`src/rtl/vga_drawer_pkg.sv`:
```
`default_nettype none
// =============================================================================
//  Module      : vga_drawer_pkg
//  Description : Shared sizes, 640x480 VGA timing constants and small helpers
//                for the image-compare / display block.
//  Revision    : 1.0 - initial release
// =============================================================================
package vga_drawer_pkg;

    localparam logic [9:0] H_VISIBLE    = 10'd640;
    localparam logic [9:0] H_SYNC_START = 10'd656;
    localparam logic [9:0] H_SYNC_END   = 10'd751;
    localparam logic [9:0] H_TOTAL      = 10'd800;
    localparam logic [9:0] V_VISIBLE    = 10'd480;
    localparam logic [9:0] V_SYNC_START = 10'd490;
    localparam logic [9:0] V_SYNC_END   = 10'd491;
    localparam logic [9:0] V_TOTAL      = 10'd525;
    localparam logic [9:0] TILE_W       = 10'd160;
    localparam logic [9:0] TILE_H       = 10'd120;

    localparam int DEPTH  = 16;
    localparam int ADDR_W = 4;
    localparam int PIX_W  = 24;

    typedef logic [PIX_W-1:0] pixel_t;

    // Tile index 0..3; anything past the third boundary clamps to 3.
    function automatic logic [1:0] tile_index(input logic [9:0] pos, input logic [9:0] size);
        if (pos < size)                    return 2'd0;
        else if (pos < size + size)        return 2'd1;
        else if (pos < size + size + size) return 2'd2;
        else                               return 2'd3;
    endfunction

    function automatic logic [7:0] abs_diff8(input logic [7:0] a, input logic [7:0] b);
        return (a > b) ? (a - b) : (b - a);
    endfunction

endpackage
`default_nettype wire

```
`src/rtl/vga_drawer_timing.sv`:
```
`default_nettype none
// =============================================================================
//  Module      : vga_timing
//  Description : 25 MHz pixel phase, 800x525 scan counters, syncs, visible flag.
//  Revision    : 1.0 - initial release
// =============================================================================
module vga_timing
    import vga_drawer_pkg::*;
(
    input  logic       clk50,
    input  logic       reset,
    output logic       phase,
    output logic [9:0] counter_x,
    output logic [9:0] counter_y,
    output logic       in_display,
    output logic       h_sync,
    output logic       v_sync
);

    always_ff @(posedge clk50) begin
        if (reset) begin
            phase     <= 1'b0;
            counter_x <= '0;
            counter_y <= '0;
        end else begin
            phase <= ~phase;
            if (phase) begin
                if (counter_x == H_TOTAL - 10'd1) begin
                    counter_x <= '0;
                    counter_y <= (counter_y == V_TOTAL - 10'd1) ? '0 : counter_y + 10'd1;
                end else begin
                    counter_x <= counter_x + 10'd1;
                end
            end
        end
    end

    always_comb begin
        in_display = (counter_x < H_VISIBLE) && (counter_y < V_VISIBLE);
        h_sync     = ~((counter_x >= H_SYNC_START) && (counter_x <= H_SYNC_END));
        v_sync     = ~((counter_y >= V_SYNC_START) && (counter_y <= V_SYNC_END));
    end

endmodule
`default_nettype wire

```
`src/rtl/vga_drawer.sv`:
```
`default_nettype none
// =============================================================================
//  Module      : vga_drawer
//  Description : Two host-loaded pixel buffers, per-channel |difference| into a
//                third buffer, scanned out as a 4x4 tiled 640x480 VGA image.
//  Revision    : 1.0 - initial release
// =============================================================================
module vga_drawer
    import vga_drawer_pkg::*;
(
    input  logic              clk50,
    input  logic              reset,
    input  logic              enable,
    input  logic [ADDR_W-1:0] address,
    input  logic              wren1,
    input  logic [PIX_W-1:0]  data1,
    output logic [PIX_W-1:0]  q1,
    input  logic              wren2,
    input  logic [PIX_W-1:0]  data2,
    output logic [PIX_W-1:0]  q2,
    input  logic              wren3,
    output logic [PIX_W-1:0]  data3,
    output logic [PIX_W-1:0]  q3,
    output logic [9:0]        CounterX,
    output logic [9:0]        CounterY,
    output logic              inDisplayArea,
    output logic              dataReady,
    output logic              vga_h_sync,
    output logic              vga_v_sync,
    output logic [7:0]        vga_R,
    output logic [7:0]        vga_G,
    output logic [7:0]        vga_B
);

    pixel_t            buf1 [DEPTH];
    pixel_t            buf2 [DEPTH];
    pixel_t            buf3 [DEPTH];
    logic              phase;
    logic              show;
    logic              host_wr;
    logic [ADDR_W-1:0] scan_addr;
    logic [ADDR_W-1:0] active_addr;

    vga_timing u_timing (
        .clk50      (clk50),
        .reset      (reset),
        .phase      (phase),
        .counter_x  (CounterX),
        .counter_y  (CounterY),
        .in_display (inDisplayArea),
        .h_sync     (vga_h_sync),
        .v_sync     (vga_v_sync)
    );

    assign scan_addr   = {tile_index(CounterY, TILE_H), tile_index(CounterX, TILE_W)};
    assign active_addr = enable ? scan_addr : address;
    assign host_wr     = ~enable;

    // Buffers hold their contents through reset; only the read registers clear.
    always_ff @(posedge clk50) begin
        if (host_wr && wren1) buf1[address] <= data1;
        if (host_wr && wren2) buf2[address] <= data2;
        if (host_wr && wren3) buf3[address] <= data3;
    end

    always_ff @(posedge clk50) begin
        if (reset) begin
            q1 <= '0;
            q2 <= '0;
            q3 <= '0;
        end else begin
            q1 <= buf1[active_addr];
            q2 <= buf2[active_addr];
            q3 <= buf3[active_addr];
        end
    end

    for (genvar b = 0; b < PIX_W / 8; b++) begin : g_byte
        assign data3[8*b +: 8] = abs_diff8(q1[8*b +: 8], q2[8*b +: 8]);
    end

    assign show                  = enable & inDisplayArea;
    assign dataReady             = show & phase;
    assign {vga_R, vga_G, vga_B} = show ? q3 : '0;

endmodule
`default_nettype wire

```
`config.mk`:
```
export PLATFORM = sky130hd
export DESIGN_NAME = vga_drawer
export DESIGN_NICKNAME = d
export VERILOG_FILES = /design/src/rtl/vga_drawer_pkg.sv /design/src/rtl/vga_drawer_timing.sv /design/src/rtl/vga_drawer.sv
export SDC_FILE = /design/constraint.sdc
export NUM_CORES = 2
export LEC_CHECK = 0
export BUFFER_PORTS_ARGS = -buffer_cell sky130_fd_sc_hd__buf_2
export CAP_MARGIN = 20
export CORE_MARGIN = 4
export CORE_UTILIZATION = 60
export CTS_CLUSTER_DIAMETER = 30
export CTS_CLUSTER_SIZE = 8
export DETAILED_ROUTE_END_ITERATION = 16
export PLACE_DENSITY = 0.78
export SYNTH_ARGS = -nofsm -noshare
export SYNTH_HDL_FRONTEND = slang
export SYNTH_HIERARCHICAL = 1
export SYNTH_SLANG_ARGS = --single-unit
```
`constraint.sdc`:
```
create_clock -name clk50 -period 3.55 [get_ports clk50]
set_clock_uncertainty 0.2 [all_clocks]
set_input_delay 0.5325 -clock clk50 [delete_from_list [all_inputs] [get_ports clk50]]
set_output_delay 0.5325 -clock clk50 [all_outputs]
set_load 0.05 [all_outputs]
```
# Word-level counts from Yosys, hierarchy flattened
# Memory sizes are Yosys's and may differ from the RTL's. A register that Yosys moved wholly into a read port is not among the register bits.
# Cells that the tools add are included.
[totals] reg_bits=21 ram_bits=1152 in_bits=58 memories=3
[memory_table] name="buf1" depth=16 width=24 rd=1 rd_ports_with_merged_regs=1 write_ports=1 line_no="vga_drawer.sv:35" text="pixel_t buf1 [DEPTH];"
[memory_table] name="buf2" depth=16 width=24 rd=1 rd_ports_with_merged_regs=1 write_ports=1 line_no="vga_drawer.sv:36" text="pixel_t buf2 [DEPTH];"
[memory_table] name="buf3" depth=16 width=24 rd=1 rd_ports_with_merged_regs=1 write_ports=1 line_no="vga_drawer.sv:37" text="pixel_t buf3 [DEPTH];"
[op_classes] add_sub_neg=8 magnitude_cmp=15 n_eq_ne=2 mux=19 bitwise_logic=6 n_reduce_logical=7
[ops] operator="8-bit subtractor" count=6
[ops] operator="10-bit by 9-bit < comparator with 1-bit output, second input constant" count=4
[ops] operator="8-bit > comparator" count=3
[ops] operator="24-bit 2-to-1 mux" count=1
[ops] operator="8-bit 2-to-1 mux" count=3
[ops] operator="10-bit by 1-bit adder with 10-bit output, second input constant" count=2
[ops] operator="10-bit equality test, second input constant" count=2
[ops] operator="10-bit by 8-bit < comparator with 1-bit output, second input constant" count=2
[ops] operator="10-bit 2-to-1 mux" count=2
[ops] operator="10-bit greater-or-equal comparator, second input constant" count=1
[ops] operator="10-bit by 9-bit greater-or-equal comparator with 1-bit output, second input constant" count=1
[ops] operator="10-bit less-or-equal comparator, second input constant" count=1
[ops] operator="10-bit by 9-bit less-or-equal comparator with 1-bit output, second input constant" count=1
[ops] operator="10-bit < comparator, second input constant" count=1
[ops] operator="10-bit by 7-bit < comparator with 1-bit output, second input constant" count=1
[ops] operator="1-bit 2-to-1 mux" count=8
[ops] operator="2-bit 2-to-1 mux" count=4
[ops] operator="1-bit logical AND" count=6
[ops] operator="4-bit 2-to-1 mux" count=1
[ops] operator="1-bit NOT" count=4
[ops] operator="1-bit AND" count=2
[ops] operator="2-bit AND reduction" count=1

# Depth between registers and ports, before layout
[logic_depth] ltp_word=5 ltp_mapped=12 depth_no_buf=10

# Modules after synthesis
# The synthesis kept the hierarchy.
[modules_own_cells] module="vga_drawer" n_inst=1 cells_each=2522 area_each_um2=47591.9 seq_area_each_um2=36034.6
[modules_own_cells] module="vga_timing" n_inst=1 cells_each=132 area_each_um2=1106.1 seq_area_each_um2=420.4

# Least setup slack after synthesis
# Ideal clock, no wire load.
[synth_timing] kind="register to output" startpoint="register q1[18], read port of buf1" endpoint="output port data3[21]" arrival_time_ns=3.619 setup_slack_ns=-0.802 path_stages_with_launch=10 cell_sequence="dfxtp_1 -> inv_1 -> ha_1 -> nor2b_1 -> o21ai_0 -> a21oi_1 -> o32ai_4 -> mux2_2 -> a31oi_1 -> xnor2_1"
[synth_between] elab_chain_cells=2 elab_cells_between_ends=4 cone_classes="add/sub (2); order compare (1); mux (1)"
[synth_lines] element="from (decl)" line_no="vga_drawer.sv:17" text="output logic [PIX_W-1:0] q1,"
[synth_lines] element="8-bit subtractor or 8-bit > comparator (tied branches)" line_no="vga_drawer_pkg.sv:36" text="return (a > b) ? (a - b) : (b - a);"
[synth_lines] element="8-bit 2-to-1 mux (*)" line_no="vga_drawer_pkg.sv:36"
[synth_lines] element="to (decl)" line_no="vga_drawer.sv:22" text="output logic [PIX_W-1:0] data3,"
# Mark *: on every way between the ends. The rest lies on a longest branch, timed or not.

# Worst setup path in the final report
[layout_timing] startpoint="register q1[16], read port of buf1" endpoint="output port data3[22]"
# The elaborated chain is that of the path after synthesis.

==> metrics.cfg <==
[hold_path]
hold_class = in2reg
min_from = address[2]

[setup_path]
crit_fanout = 7
crit_required_ns = 2.82
arrival_ns = 3.32
critPathLaunchType = register
end_kind = output pin
r2r-start = u_timing/counter_y[8]
r2r_slack_ns = 0.21
crit_type = reg2out
startpoint = q1[16]

[clock_network]
path_clk_slew_ns = 0.05
cts_tree = yes
htreeDepth = 4
cts_buffers = 207
clk_latency_ns = 0.78
clock_sinks = 1245
cts-root-to-sink-buffers = 3
root_buffer = clkbuf_16

[synthesis]
yosysSeqAreaShare = 0.749
syn-num-nets = 2767
synth-edff-count = 1152
async_flop_share = 0
ys_types = 62
synth-compound-area-share = 0.0338
ys_ff_latch = 1245
synth_flop_cell = edfxtp_1
syn_inst = 2654
avgSynthCellArea_um2 = 18.3
synthXorXnorAreaFrac = 0.00504
synthAdderAreaFrac = 0.0155
synth_top_family_by_area = multiplexers
synth-simple-area-share = 0.0490
synthMuxAreaShare = 0.129
synth_area_mm2 = 0.0487
yosysWarnings = 6

[status]
violations = setup timing
status = finished with violations

[timing]
fin_ws_ns = -0.498
rsz0062_at_grt = yes
setup_viol = 21
fmax_mhz = 247
slew_violations = 0
timing.final.hold_violations = 0
worst_pin_slew_ns = 1.06
fin_hold_ws_ns = 0.330
finalCritPeriodShare = 1.14
slew_headroom = 0.294
period_needed_ns = 4.05

[routing]
via_per_inst = 6.42
drt_iter0_drc = 3421
drc = 0
wl_per_cell_um = 30.1
dr_total_vias = 28500
first_pass_iters = 5
drt_wl_total_um = 133000
drtAntennaViolNets = 0

[floorplan]
die-area_mm2 = 0.0858
core_region_area_mm2 = 0.0805
die_h_um = 293
initial_core_util = 0.605
ios = 202
dieWidth_um = 293
rows = 104

[layout]
syn2layout_area_growth_pct = 24.7
drive_gt1_frac = 0.304
fin_nets = 3306
layout_commonest_cell = edfxtp_1
fin_util = 0.754
filler_cell_count = 4143
final_cell_mix = edfxtp_1 (1152), mux2i_1 (292), clkbuf_16 (210)

[grt]
grt_first_pass_wirelength_um = 193000
grt_overflow_total = 0
antenna_found_initial = 13
grt_pass1_vias = 29100
grt_max_degree = 72
grt_usage = 0.310

[run]
maxCapViolCount = 0

[pwr]
peakVddDrop_mv = 0.610
power.density_mw_per_mm2 = 703
p_leak_nw = 22.1

[place]
hpwl_um = 71200
portBuffers = 201
gp_congestion = 0.890

## area by class of cell
cell class / instances / area [µm²] / share of cell area
Sequential cell: 1245 / 36500 / 0.601
Multi-Input combinational cell: 1216 / 12300 / 0.202
Clock buffer: 304 / 5720 / 0.0941
Tap cell: 1060 / 1330 / 0.0218
Antenna cell: 7 / 17.5 / 0.000288
Inverter: 63 / 236 / 0.00389
Clock inverter: 74 / 992 / 0.0163
Timing Repair Buffer: 460 / 3640 / 0.0599
## synth_stat cells (49+ instances only)
master	count	area (µm²)
nor2_1	82	308
clkbuf_1	54	203
nand2_1	100	375
ha_1	49	613
o22ai_1	72	450
inv_1	63	236
edfxtp_1	1152	34600
dfxtp_1	93	1860
or3_1	78	488
o221ai_1	72	631
mux2i_1	302	3020
mux4_2	143	3220
nor2b_1	76	475
## metal layers
layer	vias to the layer above	share of wire	GRT usage
met4	6	0.047	0.142
met5	-	0.00034	0
met3	368	0.10	0.0663
li1	11700	-	-
met2	1883	0.50	0.510
met1	14500	0.35	0.404
## critical path, stage by stage, from the launching register on
cell and delay [ns]:
dfxtp_2 0.33, inv_2 0.04, ha_4 0.15, fa_2 0.34, nor2b_2 0.17, o21ai_2 0.10
a21oi_2 0.20, o32ai_4 0.12, buf_12 0.16, buf_4 0.13, a311oi_2 0.21, a21oi_2 0.10
xor2_4 0.26, buf_6 0.20
## report_power, final
part / internal [mW] / switching, mW
logic: 2.35 / 4.00
clock network: 12.2 / 6.83
registers: 17.2 / 0.158
total: 31.7 / 11.0
## worst paths after layout
check | end | cells past startpoint
hold / removal | buf3[15][14] | 3
setup / recovery | data3[22] | 13
setup reg to reg | q2[8] | 8
hold reg to reg | u_timing/counter_x[1] | 2
## sequential cells by signal, indices dropped and copies added, names as in the netlist
register,flops
buf1,384
buf2,384
buf3,384
q1,24
q2,24
q3,24
u_timing/counter_x,10
u_timing/counter_y,10
u_timing/phase,1
## timing repair
item	4_1_cts	5_1_grt
setup buffers	32	11
setup endpoints to repair	21	21
endpoints found under the hold margin	774	0
gates resized for setup	140	36
pin swaps	34	26
hold buffers	49	0
## cells by family after synthesis
logic type,Yosys count
AOI/OAI and AO/OA,234
xor gates and xnor gates,28
adders and majority gates,57
buffers and inverters,193
DFF,1245
muxes,449
and+or+nand+nor,448
## stage by stage
| step | instances | total power [mW] | area (µm²) | TNS, ns | setup slack [ns] |
|---|---|---|---|---|---|
| finish | 4429 | 42.7 | 60700 | -6.88 | -0.498 |
| global route | 4425 | 43.9 | 60700 | -8.52 | -0.604 |
| CTS | 4414 | 42.5 | 60500 | -6.73 | -0.486 |
| detailed placement | 3955 | 22.8 | 52500 | -0.547 | -0.200 |
| global placement | 3955 | 22.6 | 52500 | -0.137 | -0.137 |
| floorplan | 2654 | 20.9 | 49100 | -0.334 | -0.181 |
No activity file was read; power rests on OpenSTA's default activity.
